<file path="src/rtl/cache_controller.sv">
// Sequencing FSM for a direct-mapped, one-word-per-line cache: hit/miss lookup,
// miss refill over a req/ack memory handshake, and invalidation sweeps on reset and flush.
//
// state  | meaning
// -------+-----------------------------------------------------------------
// SWEEP  | writing V=0 to every line, one index per cycle; pipeline stalled
// IDLE   | looking up CPU requests; hits return data in the same cycle
// REFILL | waiting for main memory; the ack cycle writes the line and returns data
module cache_controller #(
    parameter int INDEX_WIDTH = 4,
    parameter int TAG_WIDTH   = 26,
    parameter int DATA_WIDTH  = 32
) (
    input  logic                   iCLK,
    input  logic                   iRST,
    input  logic                   iReq,
    input  logic [31:0]            iAddress,
    input  logic                   iFlush,
    output logic                   oStall,
    output logic                   oRdValid,
    output logic [DATA_WIDTH-1:0]  oRdData,
    output logic [INDEX_WIDTH-1:0] oIndex,
    input  logic [TAG_WIDTH-1:0]   iTag,
    input  logic                   iV,
    input  logic [DATA_WIDTH-1:0]  iCacheData,
    output logic                   oWrEn,
    output logic [TAG_WIDTH-1:0]   oWrTag,
    output logic                   oWrV,
    output logic [DATA_WIDTH-1:0]  oWrData,
    output logic                   oMemReq,
    output logic [31:0]            oMemAddress,
    input  logic                   iMemAck,
    input  logic [DATA_WIDTH-1:0]  iMemData,
    output logic [15:0]            oHitCount,
    output logic [15:0]            oMissCount
);

    typedef enum logic [1:0] {
        SWEEP  = 2'd0,
        IDLE   = 2'd1,
        REFILL = 2'd2
    } state_t;

    localparam logic [INDEX_WIDTH-1:0] LAST_INDEX = '1;
    localparam logic [15:0]            CNT_MAX    = 16'hFFFF;

    state_t                 state, state_next, state_eff;
    logic [INDEX_WIDTH-1:0] sweep_cnt, sweep_cnt_next, sweep_cnt_eff;
    logic                   flush_pend, flush_pend_next;
    logic [31:0]            lat_addr, lat_addr_next;
    logic [15:0]            hit_cnt, miss_cnt;
    logic                   hit_evt, miss_evt;

    logic [INDEX_WIDTH-1:0] req_index, lat_index;
    logic [TAG_WIDTH-1:0]   req_tag, lat_tag;
    logic                   lookup_hit;

    assign req_index  = iAddress[INDEX_WIDTH+1:2];
    assign req_tag    = iAddress[31:INDEX_WIDTH+2];
    assign lat_index  = lat_addr[INDEX_WIDTH+1:2];
    assign lat_tag    = lat_addr[31:INDEX_WIDTH+2];
    assign lookup_hit = iV && (iTag == req_tag);

    // While reset is held the outputs already look like sweep index 0, so an
    // in-flight refill can neither raise oMemReq nor write a valid line.
    assign state_eff     = iRST ? SWEEP : state;
    assign sweep_cnt_eff = iRST ? '0 : sweep_cnt;

    always_ff @(posedge iCLK) begin
        if (iRST) begin
            state      <= SWEEP;
            sweep_cnt  <= '0;
            flush_pend <= 1'b0;
            lat_addr   <= '0;
            hit_cnt    <= '0;
            miss_cnt   <= '0;
        end else begin
            state      <= state_next;
            sweep_cnt  <= sweep_cnt_next;
            flush_pend <= flush_pend_next;
            lat_addr   <= lat_addr_next;
            if (hit_evt && (hit_cnt != CNT_MAX)) begin
                hit_cnt <= hit_cnt + 16'd1;
            end
            if (miss_evt && (miss_cnt != CNT_MAX)) begin
                miss_cnt <= miss_cnt + 16'd1;
            end
        end
    end

    always_comb begin
        state_next      = state_eff;
        sweep_cnt_next  = sweep_cnt_eff;
        flush_pend_next = flush_pend;
        lat_addr_next   = lat_addr;
        hit_evt         = 1'b0;
        miss_evt        = 1'b0;
        oStall          = 1'b0;
        oRdValid        = 1'b0;
        oRdData         = '0;
        oIndex          = req_index;
        oWrEn           = 1'b0;
        oWrTag          = '0;
        oWrV            = 1'b0;
        oWrData         = '0;
        oMemReq         = 1'b0;
        oMemAddress     = '0;

        case (state_eff)
            SWEEP: begin
                oIndex         = sweep_cnt_eff;
                oWrEn          = 1'b1;
                oStall         = 1'b1;
                sweep_cnt_next = sweep_cnt_eff + 1'b1;
                if (iFlush) begin
                    flush_pend_next = 1'b1;
                end
                if (sweep_cnt_eff == LAST_INDEX) begin
                    state_next = IDLE;
                end
            end

            IDLE: begin
                // A flush, new or deferred, wins over a request in the same cycle.
                if (iFlush || flush_pend) begin
                    oStall          = 1'b1;
                    state_next      = SWEEP;
                    sweep_cnt_next  = '0;
                    flush_pend_next = 1'b0;
                end else if (iReq) begin
                    if (lookup_hit) begin
                        oRdValid = 1'b1;
                        oRdData  = iCacheData;
                        hit_evt  = 1'b1;
                    end else begin
                        oStall        = 1'b1;
                        miss_evt      = 1'b1;
                        lat_addr_next = iAddress;
                        state_next    = REFILL;
                    end
                end
            end

            REFILL: begin
                oIndex      = lat_index;
                oStall      = 1'b1;
                oMemReq     = 1'b1;
                oMemAddress = {lat_addr[31:2], 2'b00};
                if (iFlush) begin
                    flush_pend_next = 1'b1;
                end
                if (iMemAck) begin
                    oWrEn      = 1'b1;
                    oWrV       = 1'b1;
                    oWrTag     = lat_tag;
                    oWrData    = iMemData;
                    oRdValid   = 1'b1;
                    oRdData    = iMemData;
                    oStall     = 1'b0;
                    state_next = IDLE;
                end
            end

            default: begin
                state_next     = SWEEP;
                sweep_cnt_next = '0;
            end
        endcase
    end

    assign oHitCount  = hit_cnt;
    assign oMissCount = miss_cnt;

endmodule

</file>
<file path="config.mk">
export PLATFORM = sky130hd
export DESIGN_NAME = cache_controller
export DESIGN_NICKNAME = d
export VERILOG_FILES = /design/src/rtl/cache_controller.sv
export SDC_FILE = /design/constraint.sdc
export NUM_CORES = 1
export LEC_CHECK = 0
export ABC_CLOCK_PERIOD_IN_PS = 9700
export CAP_MARGIN = 25
export CORE_AREA = 2 2 113 115
export CTS_BUF_LIST = sky130_fd_sc_hd__clkbuf_4 sky130_fd_sc_hd__clkbuf_8
export CTS_CLUSTER_DIAMETER = 50
export CTS_CLUSTER_SIZE = 28
export DETAILED_ROUTE_END_ITERATION = 8
export DIE_AREA = 0 0 115 117
export PLACE_DENSITY = 0.84
export SLEW_MARGIN = 5
export SYNTH_ARGS = -nofsm -noshare
export SYNTH_HDL_FRONTEND = slang
export SYNTH_SLANG_ARGS = --single-unit
</file>
<file path="constraint.sdc">
create_clock -name iCLK -period 9.7 [get_ports iCLK]
set_input_delay 2.91 -clock iCLK [delete_from_list [all_inputs] [get_ports iCLK]]
set_output_delay 2.91 -clock iCLK [all_outputs]
set_load 0.05 [all_outputs]
</file>
==> results of run 1 <==
routing by layer:
layer / part of all wire, % / vias up / global-route usage (%)
li1: - / 2682 / -
met1: 43 / 2495 / 30.85
met2: 47 / 219 / 41.37
met3: 8.5 / 22 / 7.981
met4: 1.5 / 0 / 5.542
met5: 0 / - / 0
sequential cells by signal, indices dropped and copies added (netlist names):
signal,count
lat_addr,30
oHitCount,16
oMissCount,16
sweep_cnt,4
state,2
flush_pend,1
cell usage after synthesis, types with 2 or more instances:
library cell	number	area [sq um]
nand2b_1	5	31.28
buf_6	2	22.52
nand4b_1	2	17.52
mux2i_1	31	310.3
dfxtp_1	69	1381
mux2_2	14	157.7
xor2_1	19	166.4
a221o_1	2	20.02
and4_1	3	26.28
nor3_1	11	55.05
a311oi_1	3	26.28
or4_1	5	37.54
and2_1	32	200.2
ha_1	8	100.1
and3_1	70	437.9
nor2_1	62	232.7
buf_2	3	15.01
nor2b_1	51	319.1
nor4_1	10	62.56
inv_1	15	56.30
a22oi_1	3	22.52
nand4_1	12	75.07
nand2_1	13	48.80
xnor2_1	7	61.31
clkbuf_1	35	131.4
nand3_1	23	115.1
o31ai_1	4	30.03
o21ai_0	9	45.04
or2_2	2	12.51
o22a_1	2	17.52
or3_1	7	43.79
buf_4	4	30.03
a21oi_1	57	285.3
a31o_2	6	52.55
layout make-up:
type | count | area, sq um
clock inverters | 6 | 63.81
clock buffers | 10 | 131.4
flip-flops and latches | 69 | 1381
well taps | 150 | 187.7
fillers | 1078 | 4449
inverters | 15 | 56.30
repair buffers | 295 | 2920
multi-input cells | 485 | 3122
logic make-up (layout without fill, tap and decap cells):
group / count (synthesis) / after routing
AND/OR/NAND/NOR: 311 / 311
AO/OA/AOI/OAI: 93 / 93
flip-flops: 69 / 69
buffers and inverters: 59 / 326
multiplexers: 45 / 45
XOR/XNOR: 26 / 26
adder cells (fa/ha/maj): 8 / 8
other: 1 / 2
worst paths after layout:
check / from / end / cells past startpoint
worst max-delay path: iAddress[21] / oRdData[5] / 9
worst min-delay path: state[1] / state[1] / 2
worst max register to register: state[0] / oHitCount[13] / 7
worst min register to register: state[1] / state[1] / 2
placed cells by master (no fill, tap or decap), types with 3 or more instances in the layout:
master / synthesis / layout
clkdlybuf4s50_1: 0 / 278
and3_1: 70 / 70
dfxtp_1: 69 / 69
nor2_1: 62 / 62
a21oi_1: 57 / 56
nor2b_1: 51 / 51
and2_1: 32 / 32
mux2i_1: 31 / 31
nand3_1: 23 / 23
xor2_1: 19 / 19
inv_1: 15 / 15
buf_4: 4 / 15
mux2_2: 14 / 14
nand2_1: 13 / 13
nand4_1: 12 / 12
nor3_1: 11 / 11
nor4_1: 10 / 10
o21ai_0: 9 / 9
clkbuf_8: 0 / 9
xnor2_1: 7 / 7
or3_1: 7 / 7
ha_1: 8 / 7
a31o_2: 6 / 6
nand2b_1: 5 / 5
or4_1: 5 / 5
o31ai_1: 4 / 4
and4_1: 3 / 3
a311oi_1: 3 / 3
a22oi_1: 3 / 3
stage by stage:
stage / power [uW] / setup slack, ns / cells
floorplan: 317.2 / 1.075 / 613
global placement: 378.1 / 0.7650 / 1014
detailed placement: 379.1 / 0.7283 / 1014
CTS: 613.3 / 0.7215 / 1030
global route: 629.5 / 0.5663 / 1030
finish: 606.9 / 0.7251 / 1030
worst max-delay path: stages:
cell	delay [ns]
clkdlybuf4s50_1	0.47
xor2_1	0.18
or4_1	0.55
or4_4	0.46
nor3_4	0.17
buf_12	0.24
a21oi_1	0.10
nor2b_1	0.12
clkdlybuf4s50_1	0.83
report_power, final:
group / leakage [uW] / switching [uW] / internal (uW)
logic: 0.00234 / 33.7 / 54.5
clock network: 0.0000957 / 113 / 121
registers: 0.000556 / 0.442 / 284
==> out/qor.yml, run 1 <==
first_global_vias: 4971
maxSlewViolCount: 0
ys_seq_elements: 69
power.leakage_uw: 0.002992
hpwl_microns: 13020
grt_pass1_wl_microns: 26160
rows: 41
drt_iter0_markers: 389
fp.coreArea_sq_mm: 0.01231
required_ns: 6.79
utilization_pct: 63.86
overflow: 0
die_w_microns: 115
die_h_microns: 117
ys_types: 45
synth-compound-area-share_pct: 11.69
layout-drive-gt1-share_pct: 6.932
hold_buffers: 0
antenna_left: 0
synth-warning-count: 0
dieArea_sq_mm: 0.01346
synthAdderAreaFrac_pct: 2.111
cap_violations: 0
syn_area_sq_mm: 0.004741
grt_setup_unrepaired: "false"
portBuffers: 286
io_pins: 291
cts_made_buffers: 9
setup_viol: 0
fin_nets: 1011
initial_core_util_pct: 38.51
root_buffer: "clkbuf_8"
wl_per_cell_microns: 16.59
antenna_found_initial: 0
slew_headroom_pct: 42.30
synth-edff-count: 0
place_area_sq_mm: 0.007667
cp.arrival_ns: 6.06
syn_to_final_growth_pct: 65.85
async_reset_ff_share_pct: 0
avgSynthCellArea_sq_um: 7.746
max_freq_mhz: 111.4
max-vdd-ir-drop_uv: 50.38
synth-xor-area-share_pct: 4.803
power_density_mw_per_mm2: 77.19
finalHoldViolations: 0
tightestPinTransition_ns: 0.8655
critPathKind: "input pin to output port"
outcome: "finished clean"
place_congestion: 0.8055
muxShareOfSynthArea_pct: 9.871
clk_pin_slew_ns: 0.07
via_count: 5418
reg2reg_slack_ns: 6.98
fin_crit_ns: 8.975
synth-simple-area-share_pct: 36.92
wl_microns: 17090
post_cts_buffers: 0
num_antenna_cells: 0
setup.worst_path.start_class: "input pin"
cts_tree: "yes"
clkLatencyLatePin_ns: 0.34
drcViolationCount: 0
ctsResizeCount: 0
h-tree-depth: 3
ys.flop_type: "dfxtp_1"
cp-end-kind: "output port"
hold_ws_ns: 0.4664
fin_worst_skew_ns: 0.01669
hold_path.class: "register to register"
fin_tns_setup_ns: 0
via_per_inst: 5.260
stdcell_area_sq_mm: 0.007863
syn_inst: 612
grt_use_total_pct: 24.59
clock-sinks: 69
grt_max_degree: 66
cp_max_fo: 45
synth_seq_area_share_pct: 29.14
first_pass_iters: 4
synth_top_family_by_area: "simple AND/OR/NAND/NOR gates"
fin_crit_sh_pct: 92.52
clk_path_buf_depth: 2
Power figures use the tool's default switching activity.
==> run 2, diff against run 1 <==
Settings changed: CAP_MARGIN 25 to default.
==> results of run 2 <==
Same layout as run 1: the final DEF is identical, and so are final timing and power.
